### config.mk
export PLATFORM = sky130hd
export DESIGN_NAME = instr_encoder
export DESIGN_NICKNAME = d
export VERILOG_FILES = /design/src/rtl/instr_encoder.sv
export SDC_FILE = /design/constraint.sdc
export NUM_CORES = 1
export LEC_CHECK = 0
export CAP_MARGIN = 0
export CELL_PAD_IN_SITES_DETAIL_PLACEMENT = 0
export CELL_PAD_IN_SITES_GLOBAL_PLACEMENT = 1
export CORE_MARGIN = 2
export CORE_UTILIZATION = 35
export CTS_CLUSTER_SIZE = 8
export DETAILED_ROUTE_END_ITERATION = 7
export HOLD_SLACK_MARGIN = 0.02
export PLACE_DENSITY_LB_ADDON = 0.12
export SYNTH_ARGS = -nofsm -noshare
export SYNTH_HDL_FRONTEND = slang
export SYNTH_SLANG_ARGS = --single-unit
export TNS_END_PERCENT = 100
### constraint.sdc
create_clock -name clk -period 2.7 [get_ports clk]
set_input_delay 0.54 -clock clk [delete_from_list [all_inputs] [get_ports clk]]
set_output_delay 0.54 -clock clk [all_outputs]
set_load 0.005 [all_outputs]
### src/rtl/instr_encoder.sv
// instr_encoder: turns a stream of abstract commands into 32-bit instruction
// words, each tagged with the byte address where it is placed in the program.
// Illegal commands are consumed without emitting a word and are tallied in
// a sticky error flag plus a saturating error counter.
//
// Handshakes (both ports): a transfer happens on a rising edge where valid and
// ready are both high. A producer holding valid keeps its payload stable until
// that transfer. out_valid never depends on out_ready. in_ready is a function
// of the state and the output port only, never of in_valid.
module instr_encoder (
    input  logic        clk,
    input  logic        reset,
    input  logic        start,
    input  logic [31:0] base_addr,
    input  logic        in_valid,
    output logic        in_ready,
    input  logic [3:0]  in_op,
    input  logic [4:0]  in_rd,
    input  logic [4:0]  in_rn,
    input  logic [4:0]  in_rm,
    input  logic [25:0] in_imm,
    input  logic        in_last,
    output logic        out_valid,
    input  logic        out_ready,
    output logic [31:0] out_instr,
    output logic [31:0] out_addr,
    output logic        busy,
    output logic        done,
    output logic        err,
    output logic [7:0]  err_count,
    output logic [1:0]  dbg_state_o
);

    typedef enum logic [1:0] {
        ST_IDLE  = 2'd0,
        ST_RUN   = 2'd1,
        ST_DRAIN = 2'd2,
        ST_DONE  = 2'd3
    } state_t;

    state_t      state_q;
    logic [31:0] next_addr_q;
    logic        out_valid_q;
    logic [31:0] out_instr_q;
    logic [31:0] out_addr_q;
    logic        err_q;
    logic [7:0]  err_count_q;

    logic [31:0] instr_d;
    logic        legal_d;
    logic        accept;
    logic        out_xfer;

    // Immediate range predicates, written as "upper bits are a pure sign
    // extension" for signed fields and "upper bits are zero" for unsigned.
    logic        imm19_ok;
    logic        imm9_ok;
    logic        imm12u_ok;
    logic        imm18u_ok;

    assign imm19_ok  = (in_imm[25:18] == {8{in_imm[18]}});
    assign imm9_ok   = (in_imm[25:8] == {18{in_imm[8]}});
    assign imm12u_ok = (in_imm[25:12] == 14'd0);
    assign imm18u_ok = (in_imm[25:18] == 8'd0);

    assign in_ready = (state_q == ST_RUN) && (!out_valid_q || out_ready);
    assign accept   = in_valid && in_ready;
    assign out_xfer = out_valid_q && out_ready;

    assign out_valid   = out_valid_q;
    assign out_instr   = out_instr_q;
    assign out_addr    = out_addr_q;
    assign err         = err_q;
    assign err_count   = err_count_q;
    assign busy        = (state_q == ST_RUN) || (state_q == ST_DRAIN);
    assign done        = (state_q == ST_DONE);
    assign dbg_state_o = state_q;

    // Encode the command currently on the input port and judge its legality.
    always_comb begin
        instr_d = 32'h0000_0000;
        legal_d = 1'b1;
        case (in_op)
            4'd0: instr_d = {6'b000101, in_imm};
            4'd1: begin
                instr_d = {8'b01010100, in_imm[18:0], 5'b01011};
                legal_d = imm19_ok;
            end
            4'd2: begin
                instr_d = {8'b10110100, in_imm[18:0], in_rd};
                legal_d = imm19_ok;
            end
            4'd3: instr_d = {11'b10101011000, in_rm, 6'b000000, in_rn, in_rd};
            4'd4: instr_d = {11'b11101011000, in_rm, 6'b000000, in_rn, in_rd};
            4'd5: begin
                instr_d = {10'b1001000100, in_imm[11:0], in_rn, in_rd};
                legal_d = imm12u_ok;
            end
            4'd6: begin
                instr_d = {11'b00111000000, in_imm[8:0], 2'b00, in_rn, in_rd};
                legal_d = imm9_ok;
            end
            4'd7: begin
                instr_d = {11'b00111000010, in_imm[8:0], 2'b00, in_rn, in_rd};
                legal_d = imm9_ok;
            end
            4'd8: begin
                instr_d = {11'b11111000000, in_imm[8:0], 2'b00, in_rn, in_rd};
                legal_d = imm9_ok;
            end
            4'd9: begin
                instr_d = {11'b11111000010, in_imm[8:0], 2'b00, in_rn, in_rd};
                legal_d = imm9_ok;
            end
            4'd10: begin
                instr_d = {9'b110100101, in_imm[17:16], in_imm[15:0], in_rd};
                legal_d = imm18u_ok;
            end
            4'd11: begin
                instr_d = {9'b111100101, in_imm[17:16], in_imm[15:0], in_rd};
                legal_d = imm18u_ok;
            end
            4'd12: instr_d = 32'h0000_0000;
            default: legal_d = 1'b0;
        endcase
    end

    // Program-load FSM together with the output word register and error tally.
    always_ff @(posedge clk) begin
        if (reset) begin
            state_q     <= ST_IDLE;
            next_addr_q <= 32'h0;
            out_valid_q <= 1'b0;
            out_instr_q <= 32'h0;
            out_addr_q  <= 32'h0;
            err_q       <= 1'b0;
            err_count_q <= 8'h00;
        end else begin
            case (state_q)
                ST_IDLE, ST_DONE: begin
                    if (start) begin
                        state_q     <= ST_RUN;
                        next_addr_q <= base_addr;
                        err_q       <= 1'b0;
                        err_count_q <= 8'h00;
                    end
                end
                ST_RUN: begin
                    if (out_xfer) begin
                        out_valid_q <= 1'b0;
                    end
                    if (accept) begin
                        if (legal_d) begin
                            // A new word overrides the clear above: no bubble.
                            out_valid_q <= 1'b1;
                            out_instr_q <= instr_d;
                            out_addr_q  <= next_addr_q;
                            next_addr_q <= next_addr_q + 32'd4;
                        end else begin
                            err_q <= 1'b1;
                            if (err_count_q != 8'hFF) begin
                                err_count_q <= err_count_q + 8'd1;
                            end
                        end
                        if (in_last) begin
                            state_q <= ST_DRAIN;
                        end
                    end
                end
                ST_DRAIN: begin
                    if (out_xfer) begin
                        out_valid_q <= 1'b0;
                    end
                    if (!out_valid_q || out_xfer) begin
                        state_q <= ST_DONE;
                    end
                end
                default: state_q <= ST_IDLE;
            endcase
        end
    end

endmodule

==> results.md, run 1 <==
- Status: complete, no violations
- Max cap viols: 0
- Clock root cell: clkbuf_16
- CTS H-Tree Depth: 3
- Sw frac: 0.416
- Final setup margin: roughly 0.052 ns
- Vias post-DR: between 7000 and 8000
- Final hold slack: roughly 0.47 ns
- Routability cong.: between 0.9 and 1
- Worst-margin pin slew: between 0.9 and 1 ns
- RSZ-0062 raised after global routing: yes
- Worst-skew pair later-pin latency: 0.36 ns
- Initial Util: 0.360
- Worst Path Required: 2.98 ns
- CP arrival: between 2 and 3 ns
- Worst-path cell chain: clkdlybuf4s50_1 > or4_4 > nor2_2 > o2111ai_4 > buf_4 > a41oi_4 > buf_12 > buf_8 > clkbuf_16 > nand3_1 > a21oi_1
- Setup crit start kind: input port
- Synth top area share: 0.359
- Net Switching: ~0.0027 W
- Fin area: 8980 um^2
- Fmax: 378 MHz
- Pin count of the biggest net entering global routing: 80
- Pre-CTS setup slack: -0.480 ns
- Placed insts: 1186
- Die Width: about 140 um
- Cell with the most instances after synthesis: dfxtp_1
- Vias in the first global route: between 6000 and 7000
- CTS tree: done
- Yosys cell types: 68
- CP Buf/Inv Count: 5
- WL per Instance: just under 20 um
- Period minus WS final: between 2 and 3 ns
- Hold Path Class: reg2reg
- Hold path depth: 2
- Filler cell count: approximately 1600
- IO Pins: approximately 160
- Max Root-Sink Buffers: 2
- Library cell with the largest summed area after synthesis: dfxtp_1
- Footprint of the multi-input gates: about 3600 um^2
- Critical Path End Type: flop
- Routed Antenna Nets: 0
- Pwr/cell area: between 700 and 800 nW/um^2
- Mapped Area: about 6000 um^2
- Residual DRC count: 0
- Async set or reset register ratio after synthesis: 0
- Fraction of layout cells with a size suffix above 1: 0.172
- CP Max Fanout: 7
- # setup viols final: 0
- Clk pin slew, worst setup/hold paths: approximately 0.080 ns
- Commonest cells in the netlist: dfxtp_1 (108), a21oi_1 (98), o21ai_0 (61)
- Synthesis-to-layout area growth: 49.1%
- Tot GR Track Use: 0.246
- Synth Warn #: 0
- Slowest CP cell: or4_4
- Placed cell areas: about 8500 um^2
- Static leakage: between 3 and 4 nW
- Port Buffers: 161
- Seq pwr share: 0.326
- Peak supply drop: roughly 0.62 mV
- Layout Cells excl Fill: 1207
- Core ar.: 16700 um^2
- Final slew viol count: 0
- Die H: around 140 um
- FF+latch count, synth: about 110
- WS Path Type: in2reg
- Worst path depth: 11
- Rel. slew slack: 0.376
- Period utilization: 0.981
- Initial antenna violation count: 0
- Post-Synthesis Cells: roughly 780
- Cts bufs inserted: 9
- Global route overflow: 0
- Syn Nets: 866
- Power share of the clock group: 0.200
- Detailed Place HPWL: approximately 17000 um
- Syn Area/Cell: around 7.8 um^2
- Final hold vios: 0
- Pre-Repair DR Iteration Count: 7
- Rows: 47
- Worst stage delay on the critical path: between 0.5 and 0.6 ns
- Most used DFF post-synth: dfxtp_1
- TritonCTS Sinks: about 110
- Post-synth EDFFs: 0
- Final nets: about 1100
- Area contributors post-synth: dfxtp_1 (36%), a21oi_1 (8.1%), o21ai_0 (5.1%)
- Sequential cell area: 2160 um^2
- Reg2Reg Depth: 8
- Global-route wire length before repair: ~36000 um
- Crit-path leading delay family: buffers and inverters
- Int Pwr: ~0.0038 W
- # diodes: 0
- Final WL: between 20000 and 25000 um
- Avg Vias per Cell: ~6
- Die ar.: between 15000 and 20000 um^2
- Combinational share of power: 0.474
- Seq/Total Area, Yosys: 0.359
- Drt initial violations: between 600 and 700
- Layout Skew: 0.00955 ns
- Final Power: between 0.006 and 0.007 W
## power by group through the flow
| stage | logic [W] | registers, W | clock network (W) |
|---|---|---|---|
| 2_1_floorplan | 0.00164 | 0.00209 | 0 |
| 4_1_cts | 0.00297 | 0.00213 | 0.00134 |
| 6_report | 0.00312 | 0.00215 | 0.00132 |
| 3_5_place_dp | 0.00295 | 0.00217 | 0 |
| 3_3_place_gp | 0.00291 | 0.00217 | 0 |
| 5_1_grt | 0.00338 | 0.00218 | 0.00140 |
## path summary, 6_finish.rpt
| check | startpoint | end | slack, ns |
|---|---|---|---|
| setup / recovery | in_imm[24] | out_addr[11] | 0.05 |
| hold reg to reg | next_addr_q[1] | out_addr[1] | 0.47 |
| setup reg to reg | dbg_state_o[1] | next_addr_q[13] | 0.24 |
| hold / removal | next_addr_q[1] | out_addr[1] | 0.47 |
## routing by layer
metal  global-route usage  part of all wire  vias to the layer above
met1                0.368              0.48                     3390
met5                    0                 0                        -
met3               0.0423             0.071                       17
li1                     -                 -                     3395
met2                0.369              0.44                      278
met4               0.0544            0.0095                        0
## tightest hold or removal path, cell delays in order, from the launching register on
cell     delay, ns
dfxtp_1       0.32
nand3_1       0.06
a21oi_1       0.05
## timing repair
action	4_1_cts	5_1_grt
gates cloned	0	2
resized for setup	5	36
setup endpoints to repair	42	84
hold buffers	0	0
pin swaps	0	11
buffers inserted	0	3
## cells by family (layout without fill, tap and decap cells)
logic type | after synthesis | in the layout | synth area share
AO/OA/AOI/OAI | 302 | 302 | 0.330
AND/OR/NAND/NOR | 269 | 269 | 0.232
flip-flops | 108 | 108 | 0.359
buffers and inverters | 86 | 297 | 0.0582
adder cells (fa/ha/maj) | 7 | 7 | 0.0145
multiplexers | 3 | 3 | 0.00520
XOR/XNOR | 1 | 1 | 0.00146
## cells in the final DEF, fill, tap and decap left out, types with 4 or more instances in the layout
master / Yosys / routed
clkdlybuf4s50_1: 0 / 153
dfxtp_1: 108 / 108
a21oi_1: 98 / 94
buf_4: 2 / 91
nand2_1: 59 / 59
o21ai_0: 61 / 58
nand3_1: 54 / 53
nor2_1: 41 / 39
a211oi_1: 38 / 35
nor3_1: 31 / 27
a222oi_1: 17 / 17
a31oi_1: 17 / 17
and3_1: 15 / 15
inv_1: 13 / 13
a31o_2: 13 / 13
or3_1: 11 / 11
clkbuf_16: 0 / 11
nand4_1: 10 / 10
o32ai_1: 9 / 9
buf_12: 0 / 8
or4_1: 7 / 6
and4_1: 7 / 6
o22ai_1: 6 / 6
a311o_1: 6 / 6
ha_1: 7 / 6
dlymetal6s2s_1: 0 / 6
nor3b_1: 5 / 5
nor4_1: 5 / 5
o31ai_1: 5 / 5
nand2b_1: 4 / 4
nand3b_1: 4 / 4
nor3_2: 0 / 4
a21oi_2: 0 / 4
## area by class of cell
type / count / area share
tap: 220 / 0.0307
multi-input combinational: 582 / 0.404
sequential: 108 / 0.241
clock inverter: 7 / 0.00683
inverter: 14 / 0.00585
timing repair buffer: 267 / 0.287
clock buffer: 9 / 0.0251
## metrics by stage
stage	utilization	TNS (ns)
2_1_floorplan	-	0
3_3_place_gp	0.506	-31.36
3_5_place_dp	0.506	-36.37
4_1_cts	0.524	-0.199
5_1_grt	0.538	-0.133
6_report	0.538	0
## registers in the layout, summed over array words and instances, names as in the netlist
name	flops
dbg_state_o	2
err	1
err_count	8
next_addr_q	32
out_addr	32
out_instr	32
out_valid	1
(Power assumes the default switching activity.)
==> inputs of run 2 (changes only) <==
- GPL_TIMING_DRIVEN: default -> 1
==> results of run 2 <==
Same layout as run 1: the final DEF is identical, and so are final timing and power.
